### src/rtl/pipe_hazard_ctrl.sv
// Stall/flush sequencer for the 5-stage pipeline: load-use, branch flush, MDU stall,
// data-memory freeze with sticky timeout, and a saturating stall-cycle counter.
module pipe_hazard_ctrl #(
    parameter int unsigned MDU_LAT     = 4,
    parameter int unsigned MEM_TIMEOUT = 64
) (
    input  logic        clk,
    input  logic        rst,
    input  logic [4:0]  id_rs1,
    input  logic [4:0]  id_rs2,
    input  logic        id_use_rs1,
    input  logic        id_use_rs2,
    input  logic [4:0]  ex_rd,
    input  logic        ex_mem_read,
    input  logic        ex_mdu_start,
    input  logic        branch_taken,
    input  logic        mem_busy,
    output logic        pc_write_en,
    output logic        ifid_hold,
    output logic        ifid_flush,
    output logic        idex_hold,
    output logic        idex_bubble,
    output logic        exmem_hold,
    output logic        exmem_bubble,
    output logic        memwb_bubble,
    output logic        mem_timeout,
    output logic [31:0] stall_cycles
);

    typedef enum logic [0:0] {StRun, StMduWait} state_e;

    localparam logic       MduMulti  = (MDU_LAT > 1);
    localparam logic [3:0] MduLoad   = MduMulti ? 4'(MDU_LAT - 2) : 4'd0;
    localparam logic [7:0] BusyLimit = 8'(MEM_TIMEOUT - 1);

    state_e      state_q, state_d;
    logic [3:0]  mdu_cnt_q, mdu_cnt_d;
    logic [7:0]  busy_cnt_q, busy_cnt_d;
    logic        mem_timeout_q, mem_timeout_d;
    logic [31:0] stall_cycles_q, stall_cycles_d;

    logic load_use;
    logic mdu_stall;

    // x0 never carries a real dependence, so a load to x0 cannot stall.
    assign load_use = ex_mem_read && (ex_rd != 5'd0) &&
                      ((id_use_rs1 && (id_rs1 == ex_rd)) ||
                       (id_use_rs2 && (id_rs2 == ex_rd)));

    assign mdu_stall = (state_q == StMduWait) || (ex_mdu_start && MduMulti);

    always_comb begin
        pc_write_en  = 1'b1;
        ifid_hold    = 1'b0;
        ifid_flush   = 1'b0;
        idex_hold    = 1'b0;
        idex_bubble  = 1'b0;
        exmem_hold   = 1'b0;
        exmem_bubble = 1'b0;
        memwb_bubble = 1'b0;
        if (rst) begin
            pc_write_en  = 1'b0;
            ifid_flush   = 1'b1;
            idex_bubble  = 1'b1;
            exmem_bubble = 1'b1;
            memwb_bubble = 1'b1;
        end else if (mem_busy) begin
            pc_write_en  = 1'b0;
            ifid_hold    = 1'b1;
            idex_hold    = 1'b1;
            exmem_hold   = 1'b1;
            memwb_bubble = 1'b1;
        end else if (mdu_stall) begin
            pc_write_en  = 1'b0;
            ifid_hold    = 1'b1;
            idex_hold    = 1'b1;
            exmem_bubble = 1'b1;
        end else if (branch_taken && (state_q == StRun)) begin
            ifid_flush   = 1'b1;
            idex_bubble  = 1'b1;
        end else if (load_use) begin
            pc_write_en  = 1'b0;
            ifid_hold    = 1'b1;
            idex_bubble  = 1'b1;
        end
    end

    always_comb begin
        state_d   = state_q;
        mdu_cnt_d = mdu_cnt_q;
        if (!mem_busy) begin
            unique case (state_q)
                StRun: begin
                    if (ex_mdu_start && MduMulti) begin
                        state_d   = StMduWait;
                        mdu_cnt_d = MduLoad;
                    end
                end
                StMduWait: begin
                    if (mdu_cnt_q == 4'd0) begin
                        state_d = StRun;
                    end else begin
                        mdu_cnt_d = mdu_cnt_q - 4'd1;
                    end
                end
                default: state_d = StRun;
            endcase
        end
    end

    always_comb begin
        busy_cnt_d = 8'd0;
        if (mem_busy) begin
            busy_cnt_d = (busy_cnt_q == 8'hFF) ? busy_cnt_q : busy_cnt_q + 8'd1;
        end
        mem_timeout_d  = mem_timeout_q | (mem_busy && (busy_cnt_q == BusyLimit));
        stall_cycles_d = stall_cycles_q;
        if (!pc_write_en && (stall_cycles_q != 32'hFFFF_FFFF)) begin
            stall_cycles_d = stall_cycles_q + 32'd1;
        end
    end

    always_ff @(posedge clk) begin
        if (rst) begin
            state_q        <= StRun;
            mdu_cnt_q      <= 4'd0;
            busy_cnt_q     <= 8'd0;
            mem_timeout_q  <= 1'b0;
            stall_cycles_q <= 32'd0;
        end else begin
            state_q        <= state_d;
            mdu_cnt_q      <= mdu_cnt_d;
            busy_cnt_q     <= busy_cnt_d;
            mem_timeout_q  <= mem_timeout_d;
            stall_cycles_q <= stall_cycles_d;
        end
    end

    assign mem_timeout  = mem_timeout_q;
    assign stall_cycles = stall_cycles_q;

endmodule
### config.mk
export PLATFORM = sky130hd
export DESIGN_NAME = pipe_hazard_ctrl
export DESIGN_NICKNAME = d
export VERILOG_FILES = /design/src/rtl/pipe_hazard_ctrl.sv
export SDC_FILE = /design/constraint.sdc
export NUM_CORES = 1
export LEC_CHECK = 0
export BUFFER_PORTS_ARGS = -buffer_cell sky130_fd_sc_hd__buf_2
export CAP_MARGIN = 10
export CELL_PAD_IN_SITES_DETAIL_PLACEMENT = 0
export CELL_PAD_IN_SITES_GLOBAL_PLACEMENT = 1
export CORE_ASPECT_RATIO = 1.4
export CORE_MARGIN = 2
export CORE_UTILIZATION = 42
export DETAILED_ROUTE_END_ITERATION = 8
export PLACE_DENSITY_LB_ADDON = 0.1
export SYNTH_ARGS = -nofsm -noshare
export SYNTH_HDL_FRONTEND = slang
export SYNTH_SLANG_ARGS = --single-unit
export TNS_END_PERCENT = 100
### constraint.sdc
create_clock -name clk -period 3.6 [get_ports clk]
set_clock_uncertainty 0.05 [all_clocks]
set_input_delay 0.18 -clock clk [delete_from_list [all_inputs] [get_ports clk]]
set_output_delay 0.18 -clock clk [all_outputs]
set_load 0.02 [all_outputs]
==> flow_summary.toml, run 1 <==
[setup_path]
crit_slowest_cell = "dfxtp_1"
cp_slowest_stage_delay_ns = 0.59
critPathLaunchType = "flop"
required_ns = 3.78
path_common_cell = "nand2b_1"
critPathCaptureType = "flop"
cp_data_arrival_time_ns = 2.48
crit_chain = "nand3_2 > nand2b_1 > nand2b_1 > or4_1 > a21oi_1"
critPathMaxFanout = 12
crit_type = "flop to flop"

[floorplanning]
start_util_pct = 43.0
rows = 33
dieWidth_um = 69.3
ios = 64
die_h_um = 95.4
dieArea_sq_mm = 0.00661
coreArea_sq_mm = 0.00582

[detailed_routing]
detail-route-antenna-nets = 0
drt_first_iter_violations = 82
vias_per_cell = 5.48
wire_per_inst_um = 13.3
drc = 0
num_vias = 2329
routed_wl_mm = 5.64
drt-pass1-iter-count = 4

[min_path]
hold_class = "primary input to flop"

[cts]
tritoncts = "built"
cts_root_buf = "clkbuf_8"
clk_pin_slew_ns = 0.09
cts.repair.resized = 0
cts.htree.levels = 2
cts_num_sinks = 46
cts_buffers = 5
cts_setup_buffers = 0
hold_buffers = 0
insertion_delay_ns = 0.30
clk_path_buf_depth = 2

[global_route]
first_global_vias = 2133
grt_max_degree = 52
met2_usage_pct = 31.3
track_usage_pct = 17.6
grt_busiest_layer = "met2"
grt_antenna_before_repair = 0
met3_usage_pct = 3.49
grtUsageMet1_pct = 21.7
grt_overflow = 0
grt_pass1_wl_mm = 9.69

[pwr]
powerDensity_mw_per_mm2 = 335
p_int_w = 0.000718
netSwitchingFraction_pct = 26.7
p_seq_share_pct = 54.0
peakVddDrop_mv = 0.298
power_switching_w = 0.000262
p_clk_share_pct = 34.1
p_leak_nw = 1.15
combPwrFrac_pct = 11.8

[place]
place_ws_ns = 1.26
gp_congestion = 0.798
placed_cell_area_sq_mm = 0.00283
numPortBuffers = 63
place_hpwl_mm = 4.08

[run]
cap_viol_max_count = 0

[synthesis]
netlist_instances = 298
synthTopCellsByCount = "dfxtp_1 (46), nor2_1 (27), a21oi_1 (24)"
postSynthAreaPerCell_sq_um = 8.41
syn_nets = 324
synth_ff_type = "dfxtp_1"
async_reset_ff_share_pct = 0
synth_edf_count = 0
synth_area_sq_mm = 0.00250
yosys-top-cells-area = "dfxtp_1 (37%), a21oi_1 (4.8%), or4_1 (4.2%)"
ys_ff_latch = 46
yosys_warnings = 0
synth.most_common_cell = "dfxtp_1"
ys_seq_area_share_pct = 36.8
synth_top_cell_by_area = "dfxtp_1"
synth_top_area_share_pct = 36.8
synth.distinct_cells = 48

[timing]
rsz0062_at_grt = "false"
maxSlewViolCount = 0
hold_violations = 0
period_share_pct = 63.7
worstMarginPinSlew_ns = 0.820
setup_violations = 0
layout_setup_ws_ns = 1.31
setup_tns_ns = 0
fin_crit_ns = 2.29
relSlewSlack_pct = 45.0
fmax_mhz = 436

[layout]
drive_gt1_share_pct = 23.9
area_delta_synth_final_pct = 16.8
fillers = 594
layout.nets = 380
num_antenna_cells = 0
design_area_sq_mm = 0.00293

[outcome]
run_status = "complete, no violations"
-- cells in the final DEF, fill, tap and decap left out, types with 3 or more instances in the layout --
cell type / n
buf_2: 63
dfxtp_1: 46
nor2_1: 27
a21oi_1: 24
nand2_1: 17
nand3_1: 16
or4_1: 14
o31ai_1: 12
xnor2_1: 11
or3_1: 11
o21ai_1: 10
nand4_1: 10
inv_1: 7
and3_1: 7
nor2b_1: 7
nor3_1: 6
mux2_1: 6
clkbuf_8: 6
nand2b_1: 5
o21ai_0: 5
nor4_1: 4
xor2_1: 4
a211oi_1: 3
a31oi_1: 3
ha_1: 3
-- worst max-delay path: cells and delay by family, from the launching register on --
family	cells	cell delay (ns)
flip-flops	1	0.59
AND/OR/NAND/NOR	4	1.43
AO/OA/AOI/OAI	1	0.14
-- final timing paths --
kind,from,to,slack [ns],depth (start not counted)
worst min register to register,mem_timeout,mem_timeout,0.42,2
worst max-delay path,stall_cycles[5],stall_cycles[28],1.31,5
worst min-delay path,ex_mdu_start,mdu_cnt_q[2],0.07,2
worst max register to register,stall_cycles[5],stall_cycles[28],1.31,5
-- area by class of cell --
cell class	count	area, sq um	area share (%)
clock inverter	2	12.5	0.428
timing repair buffer	64	323	11.0
clock buffer	6	82.6	2.82
multi-input combinational	230	1470	50.3
sequential	46	921	31.5
inverter	7	26.3	0.898
tap	70	87.6	2.99
-- power groups by stage --
stage                     registers (W)   logic, W  clock network (W)
after detailed placement       0.000541   0.000117                  0
after CTS                      0.000530   0.000118           0.000348
after global routing           0.000532   0.000130           0.000369
final                          0.000530   0.000116           0.000335
after floorplan                0.000544  0.0000799                  0
after global placement         0.000542   0.000117                  0
-- metrics by stage --
step	cells	hold slack, ns	total power [W]	utilization, %
floorplan	298	0.227	0.000624	-
global placement	417	0.387	0.000658	48.6
detailed placement	417	0.389	0.000659	48.6
finish	425	0.0732	0.000980	50.2
global route	425	0.0711	0.00103	50.2
CTS	425	0.0674	0.000996	50.2
-- metal layers --
layer | share of wire (%) | wire length [um] | vias up
li1 | - | - | 1208
met1 | 48 | 2690 | 1076
met2 | 48 | 2700 | 40
met3 | 3.3 | 184 | 5
met4 | 1.1 | 60 | 0
met5 | 0 | 0 | -
-- cells by family after synthesis --
family	synth area share [%]
xor gates and xnor gates	5.24
AOI/OAI and AO/OA	16.1
adders and majority gates	1.50
muxes	3.95
buffers and inverters	4.45
and+or+nand+nor	32.0
DFF	36.8
-- state kept, by name, summed over array words and instances, names as in the netlist --
register / count
stall_cycles: 32
busy_cnt_q: 8
mdu_cnt_q: 4
mem_timeout: 1
state_q: 1
Note: power is estimated with default switching activity, not from simulation.
==> run 2: changes to the inputs <==
--- a/config.mk
+++ b/config.mk
@@ -5,13 +5,14 @@
 export SDC_FILE = /design/constraint.sdc
 export NUM_CORES = 1
 export LEC_CHECK = 0
+export ABC_AREA = 1
 export BUFFER_PORTS_ARGS = -buffer_cell sky130_fd_sc_hd__buf_2
 export CAP_MARGIN = 10
 export CELL_PAD_IN_SITES_DETAIL_PLACEMENT = 0
 export CELL_PAD_IN_SITES_GLOBAL_PLACEMENT = 1
 export CORE_ASPECT_RATIO = 1.4
 export CORE_MARGIN = 2
-export CORE_UTILIZATION = 42
+export CORE_UTILIZATION = 34
 export DETAILED_ROUTE_END_ITERATION = 8
 export PLACE_DENSITY_LB_ADDON = 0.1
 export SYNTH_ARGS = -nofsm -noshare
==> constraint.sdc (replaced) <==
create_clock -name clk -period 2 [get_ports clk]
set_clock_uncertainty 0.05 [all_clocks]
set_input_delay 0.1 -clock clk [delete_from_list [all_inputs] [get_ports clk]]
set_output_delay 0.1 -clock clk [all_outputs]
set_load 0.02 [all_outputs]
==> flow_summary.toml, run 2 <==
[outcome]
run_status = "complete, no violations"

[setup_path]
rr_worst_depth = 11
critPathCaptureType = "flop"
r2r_slack_ns = 0.15
critical_path.reg2reg.endpoint = "stall_cycles[0]"
cp_data_arrival_time_ns = 2.00
rr_startpoint = "stall_cycles[0]"
critPathMaxFanout = 8
crit_type = "flop to flop"
required_ns = 2.14
critPathLaunchType = "flop"

[place]
place_inst = 669
numPortBuffers = 63
gp_congestion = 0.886
place_hpwl_mm = 7.21
place_ws_ns = 0.0232

[cts]
cts_root_buf = "clkbuf_16"
cts_setup_buffers = 0
clk_path_buf_depth = 2
tritoncts = "built"
cts_num_sinks = 46
insertion_delay_ns = 0.30
cts.repair.resized = 1
hold_buffers = 0
cts.htree.levels = 2
cts_buffers = 5
clk_pin_slew_ns = 0.07

[pwr]
p_clk_share_pct = 42.9
peakVddDrop_mv = 0.308
power_switching_w = 0.000569
p_leak_nw = 1.71
netSwitchingFraction_pct = 27.5
p_seq_share_pct = 45.7
combPwrFrac_pct = 11.4
p_int_w = 0.00150
powerDensity_mw_per_mm2 = 556

[floorplanning]
coreArea_sq_mm = 0.00851
rows = 40
dieWidth_um = 82.9
start_util_pct = 34.9
die_h_um = 115
dieArea_sq_mm = 0.00950
ios = 64

[synthesis]
ys_ff_latch = 46
yosys-top-cells-area = "dfxtp_1 (31%), nand2_1 (18%), nand3_1 (8.9%)"
ys_seq_area_share_pct = 31.1
async_reset_ff_share_pct = 0
postSynthAreaPerCell_sq_um = 6.08
syn_nets = 514
synth_top_area_share_pct = 31.1
synth_area_sq_mm = 0.00297
synth_edf_count = 0
synth.distinct_cells = 28
yosys_warnings = 0
netlist_instances = 488
synth.most_common_cell = "nand2_1"
synthTopCellsByCount = "nand2_1 (141), nor2_1 (65), inv_1 (57)"
synth_ff_type = "dfxtp_1"
synth_top_cell_by_area = "dfxtp_1"

[timing]
period_share_pct = 92.7
relSlewSlack_pct = 70.9
setup_violations = 0
rsz0062_at_grt = "false"
layout_setup_ws_ns = 0.147
fin_crit_ns = 1.85
hold_violations = 0
worstMarginPinSlew_ns = 0.434
fmax_mhz = 540
maxSlewViolCount = 0
setup_tns_ns = 0

[layout]
instances_no_fill = 677
layout.nets = 597
num_antenna_cells = 0
drive_gt1_share_pct = 19.1
largest_reg_flops = 32
area_delta_synth_final_pct = 25.5
final_cell_mix = "nand2_1 (141), nor2_1 (65), buf_2 (63), inv_1 (57), nand3_1 (53)"
final_common_cell = "nand2_1"

[detailed_routing]
drt_first_iter_violations = 118
drc = 0
wire_per_inst_um = 13.6
vias_per_cell = 4.88
num_vias = 3306
drt-pass1-iter-count = 4
detail-route-antenna-nets = 0
routed_wl_mm = 9.20

[global_route]
grt_max_degree = 30
track_usage_pct = 19.6
first_global_vias = 3095
grt_overflow = 0
grt_antenna_before_repair = 0
grt_pass1_wl_mm = 14.9

[min_path]
min-delay-start = "rst"
holdPathStages = 2
hold_end = "stall_cycles[18]"
hold_class = "primary input to flop"

[run]
cap_viol_max_count = 0
[run 2: worst max-delay path by stage]
stage | startpoint | end | cells after the start
after floorplan | stall_cycles[0] | stall_cycles[2] | 10
after global placement | stall_cycles[11] | stall_cycles[28] | 8
after detailed placement | stall_cycles[11] | stall_cycles[28] | 8
after CTS | state_q | pc_write_en | 5
after global routing | stall_cycles[4] | stall_cycles[15] | 7
final | stall_cycles[0] | stall_cycles[0] | 11
[run 2: layer usage]
layer  share of wire (%)  global-route usage, %  routed length, um
met3                 2.7                   2.52                251
met4                 2.1                   6.99                195
met2                  54                   38.3               4970
met1                  41                   21.3               3780
met5                   0                      0                  0
[run 2: area by class of cell]
cell class              instances  area [sq um]
inverters                      58           218
repair buffers                 91           529
clock inverters                 3          28.8
flip-flops and latches         46           923
clock buffers                   5           125
well taps                     105           131
multi-input cells             369          1770
fillers                       961          4790
[run 2: kinds of logic after synthesis]
logic type	Yosys count	synth area share, %
compound gates	53	9.54
simple gates	292	42.2
fa+ha+maj	3	1.27
xor+xnor	21	6.20
buf+inv	73	9.79
flops	46	31.1
[run 2: per-stage QoR]
step | area, sq um | hold WS [ns] | total power (W) | utilization (%)
2_1_floorplan | 2970 | 0.336 | 0.00111 | -
3_3_place_gp | 3550 | 0.396 | 0.00120 | 41.8
3_5_place_dp | 3550 | 0.402 | 0.00120 | 41.8
4_1_cts | 3710 | 0.164 | 0.00209 | 43.6
5_1_grt | 3720 | 0.181 | 0.00216 | 43.8
6_report | 3720 | 0.155 | 0.00207 | 43.8
[run 2: power by group through the flow]
stage | combinational, W | clock [W] | sequential (W)
floorplan | 0.000134 | 0 | 0.000978
global placement | 0.000233 | 0 | 0.000967
detailed placement | 0.000237 | 0 | 0.000968
CTS | 0.000238 | 0.000909 | 0.000946
global route | 0.000266 | 0.000941 | 0.000949
finish | 0.000235 | 0.000890 | 0.000946
[run 2: worst max-delay path, stage by stage (launching register included)]
cell and delay (ns):
dfxtp_2 0.33, ha_2 0.22, nand2_2 0.10, nor3_4 0.18, nand2_1 0.09, nor3_2 0.13, nand4_1 0.12, nand2_1 0.14
buf_4 0.18, inv_1 0.06, nor2_1 0.09, nor2_1 0.05
